**config.mk**
```make
export PLATFORM = sky130hd
export DESIGN_NAME = lane_dual_sram
export DESIGN_NICKNAME = d
export VERILOG_FILES = /design/src/rtl/lane_dual_sram_pkg.sv /design/src/rtl/sram_clear_ctrl.sv /design/src/rtl/lane_dual_sram.sv
export SDC_FILE = /design/constraint.sdc
export NUM_CORES = 2
export LEC_CHECK = 0
export BUFFER_PORTS_ARGS = -buffer_cell sky130_fd_sc_hd__clkbuf_2
export CAP_MARGIN = 25
export CORE_MARGIN = 1.5
export CORE_UTILIZATION = 45
export CTS_CLUSTER_DIAMETER = 150
export DETAILED_ROUTE_END_ITERATION = 7
export PLACE_DENSITY = 0.61
export SLEW_MARGIN = 20
export SYNTH_ARGS = -nofsm -noshare
export SYNTH_HDL_FRONTEND = slang
export SYNTH_SLANG_ARGS = --single-unit
```
**constraint.sdc**
```tcl
create_clock -name clk -period 6 [get_ports clk]
set_input_delay 0.9 -clock clk [delete_from_list [all_inputs] [get_ports clk]]
set_output_delay 0.9 -clock clk [all_outputs]
set_load 0.005 [all_outputs]
```
**src/rtl/lane_dual_sram_pkg.sv**
```systemverilog
// -----------------------------------------------------------------------------
// lane_dual_sram_pkg
// Shared types and helpers for the lane-masked dual-port SRAM.
//   clr_state_e : clear engine states (ST_IDLE, ST_CLEAR)
//   lane_mask() : expands a per-lane enable vector into a per-bit mask.
//                 Used by the write path and by the optional bypass merge
//                 (LANE_DUAL_SRAM_BYPASS_EN) in the top level.
// -----------------------------------------------------------------------------
package lane_dual_sram_pkg;

    typedef enum logic {
        ST_IDLE  = 1'b0,
        ST_CLEAR = 1'b1
    } clr_state_e;

    // Upper bounds for the helper's argument/result widths. Callers cast
    // their own vectors in and the result back down to DATA_WIDTH.
    localparam int MAX_DATA_WIDTH = 256;
    localparam int MAX_LANES      = 256;

    // Bit i of the result copies the enable of the lane that owns bit i.
    function automatic logic [MAX_DATA_WIDTH-1:0] lane_mask(
        input logic [MAX_LANES-1:0] mask,
        input int                   lane_width
    );
        logic [MAX_DATA_WIDTH-1:0] bits;
        bits = '0;
        for (int i = 0; i < MAX_DATA_WIDTH; i++) begin
            bits[i] = mask[i / lane_width];
        end
        return bits;
    endfunction

endpackage

```
**src/rtl/sram_clear_ctrl.sv**
```systemverilog
// -----------------------------------------------------------------------------
// sram_clear_ctrl
// Sequential row-by-row clear engine for lane_dual_sram.
// Ports:
//   clk, Rst_n   : clock, synchronous active-low reset
//   Mem_Clear    : start pulse, only honoured in ST_IDLE
//   Clear_Busy   : high while in ST_CLEAR (exactly RAM_DEPTH cycles)
//   Clear_Done   : one-cycle pulse in the first ST_IDLE cycle after a clear
//   clr_we       : zero-write strobe for the array this cycle
//   clr_addr     : row being cleared this cycle
//   state        : current FSM state (observation only)
// -----------------------------------------------------------------------------
module sram_clear_ctrl
    import lane_dual_sram_pkg::*;
#(
    parameter int ADDR_WIDTH = 6,
    parameter int RAM_DEPTH  = 1 << ADDR_WIDTH
) (
    input  logic                  clk,
    input  logic                  Rst_n,
    input  logic                  Mem_Clear,
    output logic                  Clear_Busy,
    output logic                  Clear_Done,
    output logic                  clr_we,
    output logic [ADDR_WIDTH-1:0] clr_addr,
    output clr_state_e            state
);

    // One extra bit so RAM_DEPTH == 2**ADDR_WIDTH is representable.
    localparam logic [ADDR_WIDTH:0] LAST_ROW = (ADDR_WIDTH+1)'(RAM_DEPTH - 1);

    clr_state_e            state_q, state_d;
    logic [ADDR_WIDTH:0]   cnt_q, cnt_d;
    logic                  done_q, done_d;

    always_ff @(posedge clk) begin
        if (!Rst_n) begin
            state_q <= ST_IDLE;
            cnt_q   <= '0;
            done_q  <= 1'b0;
        end else begin
            state_q <= state_d;
            cnt_q   <= cnt_d;
            done_q  <= done_d;
        end
    end

    always_comb begin
        state_d = state_q;
        cnt_d   = cnt_q;
        done_d  = 1'b0;
        clr_we  = 1'b0;
        case (state_q)
            ST_IDLE: begin
                if (Mem_Clear) begin
                    state_d = ST_CLEAR;
                    cnt_d   = '0;
                end
            end
            ST_CLEAR: begin
                // Mem_Clear is deliberately ignored here: no restart.
                clr_we = 1'b1;
                cnt_d  = cnt_q + 1'b1;
                if (cnt_q == LAST_ROW) begin
                    state_d = ST_IDLE;
                    done_d  = 1'b1;
                end
            end
            default: begin
                state_d = ST_IDLE;
            end
        endcase
    end

    assign clr_addr   = cnt_q[ADDR_WIDTH-1:0];
    assign Clear_Busy = (state_q == ST_CLEAR);
    assign Clear_Done = done_q;
    assign state      = state_q;

endmodule

```
**src/rtl/lane_dual_sram.sv**
```systemverilog
// -----------------------------------------------------------------------------
// lane_dual_sram
// Simple dual-port SRAM (one write, one read port) with per-lane write mask,
// registered read data/valid and a sequential clear engine.
// Optional feature macro: LANE_DUAL_SRAM_BYPASS_EN
//   defined     : same-cycle read of the address being written returns the
//                 merged (post-write) word
//   not defined : same case returns the pre-write word (read-before-write)
// Ports:
//   clk, Rst_n                 : clock, synchronous active-low reset
//   Chip_Select                : gates both ports
//   En_Write, Write_Mask,
//   Write_Addr, Write_Data     : lane-masked write port
//   En_Read, Read_Addr         : read request
//   Read_Data, Read_Valid      : read result one cycle after the request
//   Mem_Clear                  : clear start pulse
//   Clear_Busy, Clear_Done     : clear engine status
// Read handshake: a request accepted at posedge N (Chip_Select & En_Read,
// engine idle, no clear starting) raises Read_Valid for the cycle after N
// with the word in Read_Data; otherwise Read_Valid=0 and Read_Data=0.
// There is no back-pressure.
// Array contents are not reset.
// -----------------------------------------------------------------------------
module lane_dual_sram
    import lane_dual_sram_pkg::*;
#(
    parameter  int DATA_WIDTH = 32,
    parameter  int LANE_WIDTH = 8,
    parameter  int ADDR_WIDTH = 6,
    parameter  int RAM_DEPTH  = 1 << ADDR_WIDTH,
    localparam int LANES      = DATA_WIDTH / LANE_WIDTH
) (
    input  logic                  clk,
    input  logic                  Rst_n,
    input  logic                  Chip_Select,
    input  logic                  En_Write,
    input  logic [LANES-1:0]      Write_Mask,
    input  logic [ADDR_WIDTH-1:0] Write_Addr,
    input  logic [DATA_WIDTH-1:0] Write_Data,
    input  logic                  En_Read,
    input  logic [ADDR_WIDTH-1:0] Read_Addr,
    output logic [DATA_WIDTH-1:0] Read_Data,
    output logic                  Read_Valid,
    input  logic                  Mem_Clear,
    output logic                  Clear_Busy,
    output logic                  Clear_Done
);

    localparam logic [ADDR_WIDTH:0] DEPTH_W = (ADDR_WIDTH+1)'(RAM_DEPTH);

    logic [DATA_WIDTH-1:0] mem [RAM_DEPTH];

    clr_state_e            state;
    logic                  clr_we;
    logic [ADDR_WIDTH-1:0] clr_addr;

    sram_clear_ctrl #(
        .ADDR_WIDTH (ADDR_WIDTH),
        .RAM_DEPTH  (RAM_DEPTH)
    ) u_clear_ctrl (
        .clk        (clk),
        .Rst_n      (Rst_n),
        .Mem_Clear  (Mem_Clear),
        .Clear_Busy (Clear_Busy),
        .Clear_Done (Clear_Done),
        .clr_we     (clr_we),
        .clr_addr   (clr_addr),
        .state      (state)
    );

    logic                  req_ok;
    logic                  wr_in_range, rd_in_range;
    logic                  wr_fire, rd_fire;
    logic [DATA_WIDTH-1:0] bit_mask;
    logic [DATA_WIDTH-1:0] wr_old, wr_word;
    logic [DATA_WIDTH-1:0] rd_old, rd_word;

    // A clear request in IDLE wins the cycle: both ports are dropped.
    assign req_ok      = Chip_Select & (state == ST_IDLE) & ~Mem_Clear;
    assign wr_in_range = ({1'b0, Write_Addr} < DEPTH_W);
    assign rd_in_range = ({1'b0, Read_Addr}  < DEPTH_W);
    assign wr_fire     = req_ok & En_Write & wr_in_range;
    assign rd_fire     = req_ok & En_Read;

    assign bit_mask = DATA_WIDTH'(lane_mask(MAX_LANES'(Write_Mask), LANE_WIDTH));

    assign wr_old  = wr_in_range ? mem[Write_Addr] : '0;
    assign wr_word = (wr_old & ~bit_mask) | (Write_Data & bit_mask);
    // Out-of-range reads are still valid, they just return zero.
    assign rd_old  = rd_in_range ? mem[Read_Addr] : '0;

`ifdef LANE_DUAL_SRAM_BYPASS_EN
    assign rd_word = (wr_fire && (Write_Addr == Read_Addr)) ? wr_word : rd_old;
`else
    assign rd_word = rd_old;
`endif

    // Clear strobes and port writes are mutually exclusive (state-gated);
    // nothing is written while reset is asserted, so an aborted clear
    // leaves the not-yet-reached rows intact.
    always_ff @(posedge clk) begin
        if (Rst_n) begin
            if (clr_we) begin
                mem[clr_addr] <= '0;
            end else if (wr_fire) begin
                mem[Write_Addr] <= wr_word;
            end
        end
    end

    always_ff @(posedge clk) begin
        if (!Rst_n) begin
            Read_Valid <= 1'b0;
            Read_Data  <= '0;
        end else begin
            Read_Valid <= rd_fire;
            Read_Data  <= rd_fire ? rd_word : '0;
        end
    end

endmodule
```
==> results.md <==
* I/O Pins at 89
* Post-Syn Instances at 4800
* Status: completed
* Post-CTS Resized at 0
* Post-detail-place hpwl at 196.4 mm
* Core ar. at 212900 sq um
* Netlist cell types at 58
* Setup TNS at 0 ps
* Worst r2r path cells at 6
* Post-CTS Hold Buffers at 0
* H-Tree Depth at 4
* Final setup fails at 0
* Post-Syn Nets at 4855
* Critical Path Sink: mem[33][4]$_DFFE_PP_
* Layout cells sized above 1 at 35.89%
* Maximum vdd ir drop at 243.0 uV
* # DRC at 0
* Crit end category: flip-flop
* Largest net degree at the start of global routing at 77
* First-pass GRT wire length at 449.9 mm
* Register area at 62340 sq um
* Worst Hold Class: in -> reg
* Post CTS Setup Buffer Count at 0
* Critical path's most frequent cell: buf_4
* Cell Pwr Density at 289.8 nW/um^2
* Crit path arrival time at 4910 ps
* Clock sinks at 2090
* PortBufs at 88
* Pre-antenna DRT Iters at 5
* Synth Flop Type: edfxtp_1
* Via density at 6.941
* Vias at 55767
* Critical setup path kind: in -> reg
* Cells along the critical path: buf_8 -> nand2b_4 -> buf_4 -> o221ai_1 -> o22ai_1 -> nor3_1 -> a21oi_1 -> a21oi_4 -> buf_4
* Final antenna-violating net count at 0
* CP bufs+invs at 3
* Die width at 466.6 microns
* Die extent in y at 466.6 microns
* Fmax at 0.2342 GHz
* Mapped Area at 96720 sq um
* Final Net Count at 5071
* RSZ-0062 raised after global routing: no
* Slew HR at 24.32%
* WL/cell at 40.56 microns
* # placed instances at 7617
* Critical Path RT at 6640 ps
* Final min period at 4270 ps
* Global Route Usage Sum at 29.98%
* Die Area at 217700 sq um
* Yosys reg bits at 2090
* Critical path depth at 9
* Max stage delay on crit path at 790 ps
* Root buffer cell: clkbuf_16
* Antenna violations before repair at 11
* Reg2Reg Setup Slack at 1860 ps
* Grt total ovfl at 0
* Worst-Margin Slew at 1123 ps
* Startpoint types: input port
* Vias in the first global route at 56229
* R2R Path Start: u_clear_ctrl.Clear_Busy$_SDFF_PN0_
* Part of the cycle the worst path needs at 71.17%
* Initial DRC count at 7652
* Sequential share of the synthesized area at 64.45%
* Critical path's slowest cell: a21oi_4
* Clk buf depth at 3
* Leakage power at 35.49 nW
* Largest delay contributor family on the critical path: buffers and inverters
* Fin. max-slew vios at 0
* FFs w/ async S/R, synth at 0%
* Max Cap Viol at 0
* Post-layout util at 51.50%
* Clk Latency, worst-skew pair at 900 ps
* Worst Setup SP: Write_Addr[1]
* Avg Cell Area, Syn at 20.15 sq um
* Filler Cells Inserted at 16571
* Initial Utilization at 45.42%
* Clk slew on worst S/H paths at 60 ps
* Total number of yosys warnings at 0
* Clock Skew at 39.31 ps
* CTS tree: done
* Area Overhead vs Synth at 13.37%
* Cell row count at 169
* TritonCTS Buffers at 218
* Cell Count, Final, Fillers Out at 8035
* Multi-input gate area at 33090 sq um
* Fin. Hold Viols at 0
* CP Max Fanout at 63
* GP Congestion at 0.8671
* Number of enable flip-flop cells after synthesis at 2048
* Final WL at 325.9 mm
* RR Endpoint: mem[25][2]$_DFFE_PP_
per-stage QoR:
step	cell area [sq um]	setup slack [ps]	hold slack, ps	power, W
global placement	102500	1058	562.2	0.01853
finish	109700	1730	465.0	0.03178
floorplan	96720	1061	523.2	0.01775
CTS	109600	1915	416.3	0.03190
detailed placement	102600	1000	591.7	0.01855
global route	109600	1620	453.3	0.03252
layer usage:
metal | share of wire (%) | GRT usage, % | up-vias
met1 | 37 | 40.26 | 30092
met3 | 10 | 6.141 | 760
li1 | - | - | 21379
met2 | 47 | 46.71 | 3530
met5 | 0.015 | 0 | -
met4 | 5.8 | 15.19 | 6
power breakdown:
part           internal, W  leakage, nW  switching [W]  total (W)
combinational     0.000982         12.3        0.00138    0.00236
sequential          0.0159         19.7      0.0000124     0.0159
clock              0.00768         3.49        0.00585     0.0135
cells by family (layout without fill, tap and decap cells):
kind of cell / Yosys count / in the layout / share of synthesized area [%]
flops: 2090 / 2090 / 64.45
mux: 1386 / 1386 / 27.79
simple gates: 368 / 368 / 1.688
compound gates: 566 / 566 / 3.755
fa+ha+maj: 1 / 1 / 0.01293
buf+inv: 388 / 799 / 2.287
other cells: 0 / 3 / 0
xor+xnor: 1 / 1 / 0.009057
sequential cells by signal, indices dropped and copies added, names as in the netlist:
name / cells
u_clear_ctrl.Clear_Done: 1
mem: 2048
u_clear_ctrl.cnt_q: 7
Read_Valid: 1
u_clear_ctrl.Clear_Busy: 1
Read_Data: 32
layout make-up:
class | instances | share of cell area (%)
antenna | 3 | 0.006846
clock inverter | 140 | 1.156
inverter | 9 | 0.03994
timing repair buffer | 375 | 3.244
multi-input combinational | 2322 | 30.18
tap | 2821 | 3.219
sequential | 2090 | 56.85
clock buffer | 275 | 5.301
cell usage after synthesis (8+ instances only):
master,count,share of area (%)
a211oi_1,58,0.45
a21oi_1,133,0.69
a221oi_1,11,0.10
a22oi_1,42,0.33
a31oi_1,30,0.19
and2_1,12,0.078
buf_1,35,0.14
buf_2,131,0.68
buf_4,18,0.14
buf_6,35,0.41
buf_8,16,0.25
clkbuf_1,139,0.54
dfxtp_1,42,0.87
edfxtp_1,2048,64
mux2_2,22,0.26
mux2i_1,327,3.4
mux4_2,1035,24
nand2_1,136,0.53
nand3_1,21,0.11
nor2_1,116,0.45
nor2b_1,38,0.25
nor3_1,18,0.093
o211ai_1,9,0.070
o21ai_0,94,0.49
o21ai_1,18,0.093
o221ai_1,64,0.58
o22ai_1,76,0.49
or3_1,8,0.052
cells in the final DEF, fill, tap and decap left out, types with 21 or more instances in the layout:
cell type  instances
a211oi_1          58
a21oi_1          123
a22oi_1           42
buf_12            68
buf_4            216
clkbuf_1          46
clkbuf_16        221
clkbuf_2          79
clkinv_1          48
clkinv_2          53
dfxtp_1           42
edfxtp_1        2048
mux2_2            22
mux2i_1          327
mux4_2          1035
nand2_1          134
nand3_1           21
nor2_1            49
nor2_4            64
nor2b_1           36
o21ai_0           91
o221ai_1          64
o22ai_1           76
how the worst min path moves through the flow:
stage	from	to	slack, ps	cells after the start
2_1_floorplan	u_clear_ctrl.cnt_q[4]$_SDFFE_PN0P_	u_clear_ctrl.cnt_q[4]$_SDFFE_PN0P_	520	2
3_3_place_gp	u_clear_ctrl.cnt_q[6]$_SDFFE_PN0P_	u_clear_ctrl.cnt_q[6]$_SDFFE_PN0P_	560	2
3_5_place_dp	u_clear_ctrl.cnt_q[6]$_SDFFE_PN0P_	u_clear_ctrl.cnt_q[6]$_SDFFE_PN0P_	590	2
4_1_cts	Mem_Clear	Read_Valid$_SDFF_PN0_	420	2
5_1_grt	Mem_Clear	Read_Valid$_SDFF_PN0_	450	2
6_report	Mem_Clear	Read_Valid$_SDFF_PN0_	460	2
No activity file was read; power rests on OpenSTA's default activity.
